==> src/rtl/hazard_stall_ctrl_pkg.sv <==
// Shared types and constants for the pipeline hazard/stall controller.
package hazard_pkg;

    typedef enum logic [1:0] {
        IDLE = 2'd0,
        BUSY = 2'd1,
        DONE = 2'd2
    } md_state_e;

    localparam int          MULT_LAT_DEF = 4;
    localparam int          DIV_LAT_DEF  = 32;
    localparam logic [4:0]  REG_ZERO     = 5'd0;

    // A source operand collides with a destination only if it is actually read.
    function automatic logic src_hit(input logic used, input logic [4:0] src,
                                     input logic [4:0] dst);
        return used && (src == dst);
    endfunction

endpackage

==> src/rtl/hazard_stall_ctrl_if.sv <==
// Pipeline-side view of the hazard controller: hazard inputs, mult/div issue, stall controls.
interface hazard_stall_ctrl_if;
    logic       dx_MemToReg;
    logic [4:0] dx_regDst;
    logic [4:0] fd_rs;
    logic [4:0] fd_rt;
    logic       fd_uses_rs;
    logic       fd_uses_rt;
    logic       md_start;
    logic       md_is_div;
    logic [4:0] md_rd;
    logic       stall_pipe;
    logic       stall_fd;
    logic       bubble_dx;
    logic       md_busy;
    logic       md_done;
    logic [4:0] md_wb_rd;

    modport master (
        output dx_MemToReg, dx_regDst, fd_rs, fd_rt, fd_uses_rs, fd_uses_rt,
               md_start, md_is_div, md_rd,
        input  stall_pipe, stall_fd, bubble_dx, md_busy, md_done, md_wb_rd
    );

    modport slave (
        input  dx_MemToReg, dx_regDst, fd_rs, fd_rt, fd_uses_rs, fd_uses_rt,
               md_start, md_is_div, md_rd,
        output stall_pipe, stall_fd, bubble_dx, md_busy, md_done, md_wb_rd
    );
endinterface

==> src/rtl/hazard_stall_ctrl_md_seq.sv <==
// Mult/div sequencer: IDLE/BUSY/DONE FSM, latency down-counter and destination latch.
module md_seq
    import hazard_pkg::*;
#(
    parameter int MULT_LAT = MULT_LAT_DEF,
    parameter int DIV_LAT  = DIV_LAT_DEF,
    parameter int CNT_W    = 6
) (
    input  logic       clock,
    input  logic       reset,
    input  logic       md_start,
    input  logic       md_is_div,
    input  logic [4:0] md_rd,
    output logic       md_busy,
    output logic       md_done,
    output logic [4:0] md_wb_rd
);

    localparam logic [CNT_W-1:0] MULT_LOAD = CNT_W'(MULT_LAT - 1);
    localparam logic [CNT_W-1:0] DIV_LOAD  = CNT_W'(DIV_LAT - 1);

    md_state_e        state_q, state_d;
    logic [CNT_W-1:0] cnt_q, cnt_d;
    logic [4:0]       rd_q, rd_d;
    logic             accept;

    always_ff @(posedge clock) begin
        if (!reset) begin
            state_q <= IDLE;
            cnt_q   <= '0;
            rd_q    <= REG_ZERO;
        end else begin
            state_q <= state_d;
            cnt_q   <= cnt_d;
            rd_q    <= rd_d;
        end
    end

    // A start arriving while BUSY is impossible (X is frozen) and is dropped.
    always_comb begin
        accept  = reset && md_start && (state_q != BUSY);
        state_d = state_q;
        cnt_d   = cnt_q;
        rd_d    = rd_q;
        case (state_q)
            IDLE, DONE: begin
                if (accept) begin
                    state_d = BUSY;
                    cnt_d   = md_is_div ? DIV_LOAD : MULT_LOAD;
                    rd_d    = md_rd;
                end else begin
                    state_d = IDLE;
                    cnt_d   = '0;
                end
            end
            BUSY: begin
                if (cnt_q == CNT_W'(1)) begin
                    state_d = DONE;
                    cnt_d   = '0;
                end else begin
                    cnt_d = cnt_q - CNT_W'(1);
                end
            end
            default: begin
                state_d = IDLE;
                cnt_d   = '0;
            end
        endcase
    end

    assign md_busy  = reset && ((state_q == BUSY) || accept);
    assign md_done  = reset && (state_q == DONE);
    assign md_wb_rd = rd_q;

endmodule

==> src/rtl/hazard_stall_ctrl.sv <==
// Hazard/stall controller top: load-use detect, freeze priority, mult/div sequencing.
// Optional HAZARD_STATS_EN adds saturating stall-cycle counters.
module hazard_stall_ctrl
    import hazard_pkg::*;
#(
    parameter int MULT_LAT = MULT_LAT_DEF,
    parameter int DIV_LAT  = DIV_LAT_DEF,
    parameter int CNT_W    = 6
) (
    input  logic                clock,
    input  logic                reset,
    hazard_stall_ctrl_if.slave  bus
`ifdef HAZARD_STATS_EN
    ,
    output logic [31:0]         stat_md_cycles,
    output logic [31:0]         stat_lu_cycles
`endif
);

    logic hz;
    logic md_busy;

    md_seq #(
        .MULT_LAT (MULT_LAT),
        .DIV_LAT  (DIV_LAT),
        .CNT_W    (CNT_W)
    ) u_md_seq (
        .clock     (clock),
        .reset     (reset),
        .md_start  (bus.md_start),
        .md_is_div (bus.md_is_div),
        .md_rd     (bus.md_rd),
        .md_busy   (md_busy),
        .md_done   (bus.md_done),
        .md_wb_rd  (bus.md_wb_rd)
    );

    // Register $0 is hardwired, so a load targeting it never creates a dependency.
    assign hz = reset && bus.dx_MemToReg && (bus.dx_regDst != REG_ZERO) &&
                (src_hit(bus.fd_uses_rs, bus.fd_rs, bus.dx_regDst) ||
                 src_hit(bus.fd_uses_rt, bus.fd_rt, bus.dx_regDst));

    // A mult/div freeze wins; the load-use check is redone once the pipe moves.
    assign bus.stall_pipe = md_busy;
    assign bus.md_busy    = md_busy;
    assign bus.stall_fd   = hz && !md_busy;
    assign bus.bubble_dx  = hz && !md_busy;

`ifdef HAZARD_STATS_EN
    always_ff @(posedge clock) begin
        if (!reset) begin
            stat_md_cycles <= '0;
            stat_lu_cycles <= '0;
        end else begin
            if (bus.stall_pipe && (stat_md_cycles != 32'hFFFF_FFFF))
                stat_md_cycles <= stat_md_cycles + 32'd1;
            if (bus.bubble_dx && (stat_lu_cycles != 32'hFFFF_FFFF))
                stat_lu_cycles <= stat_lu_cycles + 32'd1;
        end
    end
`endif

endmodule

==> src/flat_wrapper.sv <==
// flat-port wrapper written by rule: the top's interface ports become plain ports
module hazard_stall_ctrl_flat import hazard_pkg::*;
#(
    parameter int MULT_LAT = MULT_LAT_DEF,
    parameter int DIV_LAT  = DIV_LAT_DEF,
    parameter int CNT_W    = 6
)
  (clock, reset, bus_dx_MemToReg, bus_dx_regDst, bus_fd_rs, bus_fd_rt, bus_fd_uses_rs, bus_fd_uses_rt, bus_md_start, bus_md_is_div, bus_md_rd, bus_stall_pipe, bus_stall_fd, bus_bubble_dx, bus_md_busy, bus_md_done, bus_md_wb_rd);
  hazard_stall_ctrl_if bus_i ();
  input  logic clock;
  input  logic reset;
  input wire logic [$bits(bus_i.dx_MemToReg)-1:0] bus_dx_MemToReg;
  input wire logic [$bits(bus_i.dx_regDst)-1:0] bus_dx_regDst;
  input wire logic [$bits(bus_i.fd_rs)-1:0] bus_fd_rs;
  input wire logic [$bits(bus_i.fd_rt)-1:0] bus_fd_rt;
  input wire logic [$bits(bus_i.fd_uses_rs)-1:0] bus_fd_uses_rs;
  input wire logic [$bits(bus_i.fd_uses_rt)-1:0] bus_fd_uses_rt;
  input wire logic [$bits(bus_i.md_start)-1:0] bus_md_start;
  input wire logic [$bits(bus_i.md_is_div)-1:0] bus_md_is_div;
  input wire logic [$bits(bus_i.md_rd)-1:0] bus_md_rd;
  output wire logic [$bits(bus_i.stall_pipe)-1:0] bus_stall_pipe;
  output wire logic [$bits(bus_i.stall_fd)-1:0] bus_stall_fd;
  output wire logic [$bits(bus_i.bubble_dx)-1:0] bus_bubble_dx;
  output wire logic [$bits(bus_i.md_busy)-1:0] bus_md_busy;
  output wire logic [$bits(bus_i.md_done)-1:0] bus_md_done;
  output wire logic [$bits(bus_i.md_wb_rd)-1:0] bus_md_wb_rd;
  assign bus_i.dx_MemToReg = bus_dx_MemToReg;
  assign bus_i.dx_regDst = bus_dx_regDst;
  assign bus_i.fd_rs = bus_fd_rs;
  assign bus_i.fd_rt = bus_fd_rt;
  assign bus_i.fd_uses_rs = bus_fd_uses_rs;
  assign bus_i.fd_uses_rt = bus_fd_uses_rt;
  assign bus_i.md_start = bus_md_start;
  assign bus_i.md_is_div = bus_md_is_div;
  assign bus_i.md_rd = bus_md_rd;
  assign bus_stall_pipe = bus_i.stall_pipe;
  assign bus_stall_fd = bus_i.stall_fd;
  assign bus_bubble_dx = bus_i.bubble_dx;
  assign bus_md_busy = bus_i.md_busy;
  assign bus_md_done = bus_i.md_done;
  assign bus_md_wb_rd = bus_i.md_wb_rd;
  hazard_stall_ctrl #(.MULT_LAT(MULT_LAT), .DIV_LAT(DIV_LAT), .CNT_W(CNT_W)) u_core (.clock(clock), .reset(reset), .bus(bus_i));
endmodule
==> config.mk <==
export PLATFORM = sky130hd
export DESIGN_NAME = hazard_stall_ctrl_flat
export DESIGN_NICKNAME = d
export VERILOG_FILES = /design/src/rtl/hazard_stall_ctrl_pkg.sv /design/src/rtl/hazard_stall_ctrl_if.sv /design/src/rtl/hazard_stall_ctrl_md_seq.sv /design/src/rtl/hazard_stall_ctrl.sv /design/src/flat_wrapper.sv
export SDC_FILE = /design/constraint.sdc
export NUM_CORES = 1
export LEC_CHECK = 0
export ABC_AREA = 1
export CORE_MARGIN = 5
export CORE_UTILIZATION = 44
export CTS_CLUSTER_SIZE = 16
export DETAILED_ROUTE_END_ITERATION = 12
export GPL_ROUTABILITY_DRIVEN = 0
export PLACE_DENSITY = 0.8
export SYNTH_ARGS = -nofsm -noshare
export SYNTH_HDL_FRONTEND = slang
export SYNTH_HIERARCHICAL = 1
export SYNTH_SLANG_ARGS = --single-unit
==> constraint.sdc <==
create_clock -name clock -period 2.5 [get_ports clock]
set_clock_uncertainty 0.2 [all_clocks]
set_input_delay 0.375 -clock clock [delete_from_list [all_inputs] [get_ports clock]]
set_output_delay 0.375 -clock clock [all_outputs]
set_load 0.01 [all_outputs]
==> impl_metrics.toml <==
[clock_network]
cts-hold-fix-buffers = 0
clkTransAtPathRegs_ns = 0.07
htreeDepth = 1
clkSinkCount = 13
cts_tree = "done"
clockBufferDepth = 2
numCtsBuffers = 3
cts-root-buf = "clkbuf_4"
clk_latency_ns = 0.26
cts_setup_buffers = 0

[synth]
syn_nets = 171
synthesis.area_um2 = 861
synthAdderAreaFrac = 0.0291
ys_async_sr_fraction = 0
synth_cell_types = 20
synth.area.mux_share = 0
synth-simple-area-share = 0.435
ys.flop_type = "dfxtp_1"
synth_top_family_by_area = "simple AND/OR/NAND/NOR gates"
yosys-top-cells-area = "dfxtp_1, nand2_1, inv_1"
yosysSeqAreaShare = 0.302
synth_compound_area_frac = 0.0669
synth_top_cell_by_area = "dfxtp_1"
ys_seq_elements = 13
synth_warnings = 6
synth-edff-count = 0
avgSynthCellArea_um2 = 6.06
synth_top_area_frac = 0.302
synthXorXnorAreaFrac = 0.0102
synth_cells = 142

[critical_path]
arrival_ns = 1.82
worst-path-buf-inv = 3
cp_max_fo = 4
cp_slowest_cell = "clkdlybuf4s50_1"
critPathLaunchType = "input pin"
critical_path.top_delay_family = "buffers and inverters"
critPathCaptureType = "primary output"
cp_data_required_time_ns = 1.92
crit_top_cell = "clkdlybuf4s50_1"
crit_chain = "clkdlybuf4s50_1 > inv_1 > o21ai_1 > clkdlybuf4s50_1"
cp_slowest_stage_delay_ns = 0.58
path_class = "input pin to primary output"

[floorplan]
num_io_pins = 37
row_count = 16
fp.dieH_um = 54.2
die_x_um = 54.2
die-area_um2 = 2940
core_region_area_um2 = 1920
start_util = 0.448

[grt]
grt_pass1_wl_mm = 3.73
track_usage = 0.168
grt_pass1_vias = 962
grt.overflow.total = 0
antenna_found_initial = 0
grt_max_degree = 14

[sta]
hold_viol = 0
worst_pin_slew_ns = 0.272
fin_setup_tns_ns = 0
slew_headroom = 0.818
finalSetupViolCount = 0
setup_ws_ns = 0.101
layout_min_cycle_time_ns = 2.40
post-route-period-util = 0.960
rsz0062_at_grt = "no"
whs_ns = 0.279
fmax_ghz = 0.417
slew_violations = 0

[run]
maxCapViolCount = 0

[cells_and_area]
final_util = 0.661
layout-drive-gt1-share = 0.0994
areaGrowthSynthToFinish_pct = 47.5
fin_cells = 208
nNetsFinal = 211
final_cell_mix = "nand2_1, clkdlybuf4s50_1, inv_1"
final_common_cell = "nand2_1"
antenna_cells = 0
final_cell_area_um2 = 1270

[power_and_ir_drop]
power_density_nw_per_um2 = 453
p_total_mw = 0.575
p_leak_nw = 0.639
ir_drop_uv = 318

[run_status]
status = "complete, no violations"

[detailed_routing]
routed_wl_mm = 2.12
vias_per_cell = 4.55
dr.pass1.iters = 2
drt_iter0_drc = 18
antenna_left = 0
vias = 946
wl_per_cell_um = 10.2
route.detailed.drc = 0

[placement]
port_buffers = 36
place_worst_setup_slack_ns = -0.124
placed_cell_area_um2 = 1240
hpwl_mm = 1.78
dp_cells = 204

[min_path]
hp-class = "register to register"
## cell type report
class	instances	area (um^2)
Tap cell	27	33.8
Fill cell	182	652
Inverter	27	101
Timing Repair Buffer	39	383
Multi-Input combinational cell	98	465
Clock buffer	4	26.3
Sequential cell	13	260
## layer usage
layer,wire [um],global-route usage,up-vias
met1,920,0.167,408
met2,1050,0.341,27
met4,27,0.0622,0
met3,124,0.0272,4
met5,0,0,-
li1,-,-,507
## flip-flops by register name, indices dropped and copies added (netlist names)
| register | count |
|---|---|
| u_core/u_md_seq/cnt_q | 6 |
| u_core/u_md_seq/md_wb_rd | 5 |
| u_core/u_md_seq/state_q | 2 |
## kinds of logic (layout without fill, tap and decap cells)
| group | Yosys count | after routing |
|---|---|---|
| buf+inv | 31 | 70 |
| fa+ha+maj | 2 | 2 |
| compound gates | 11 | 11 |
| simple gates | 84 | 84 |
| xor+xnor | 1 | 1 |
| flops | 13 | 13 |
## final timing paths
path | slack (ns) | start | cells after the start | end
setup / recovery | 0.10 | reset | 4 | bus_md_busy
hold / removal | 0.28 | u_core/u_md_seq/md_wb_rd[3] | 2 | u_core/u_md_seq/md_wb_rd[3]
setup reg to reg | 1.22 | u_core/u_md_seq/cnt_q[0] | 8 | u_core/u_md_seq/cnt_q[4]
hold reg to reg | 0.28 | u_core/u_md_seq/md_wb_rd[3] | 2 | u_core/u_md_seq/md_wb_rd[3]
## where the power goes
part	leakage (nW)	internal, mW	switching, mW
registers	0.107	0.228	0.0157
logic	0.517	0.104	0.103
clock network	0.0150	0.0617	0.0631
## synth_stat cells, types with 2 or more instances
| cell type | number |
|---|---|
| o21ai_0 | 6 |
| inv_1 | 23 |
| nand2_2 | 2 |
| nand3_1 | 8 |
| nand2_1 | 46 |
| inv_2 | 4 |
| ha_1 | 2 |
| nor2_2 | 2 |
| buf_4 | 3 |
| nor2_4 | 2 |
| nor2_1 | 17 |
| nand4_1 | 3 |
| nor3_1 | 2 |
| dfxtp_1 | 13 |
| a21oi_1 | 4 |
## timing repair
item	4_1_cts	5_1_grt
resized for setup	3	1
hold endpoints to repair	0	0
endpoints found under the setup margin	4	1
## worst register-to-register path: stages, from the launching register on
cell and delay [ns]:
dfxtp_1 0.34, inv_1 0.08, ha_1 0.24, nand2_1 0.08, nand2_1 0.04, nand2_1 0.05
nor2_1 0.04, nor2_1 0.08, nor2_1 0.04
Power figures use the tool's default switching activity.
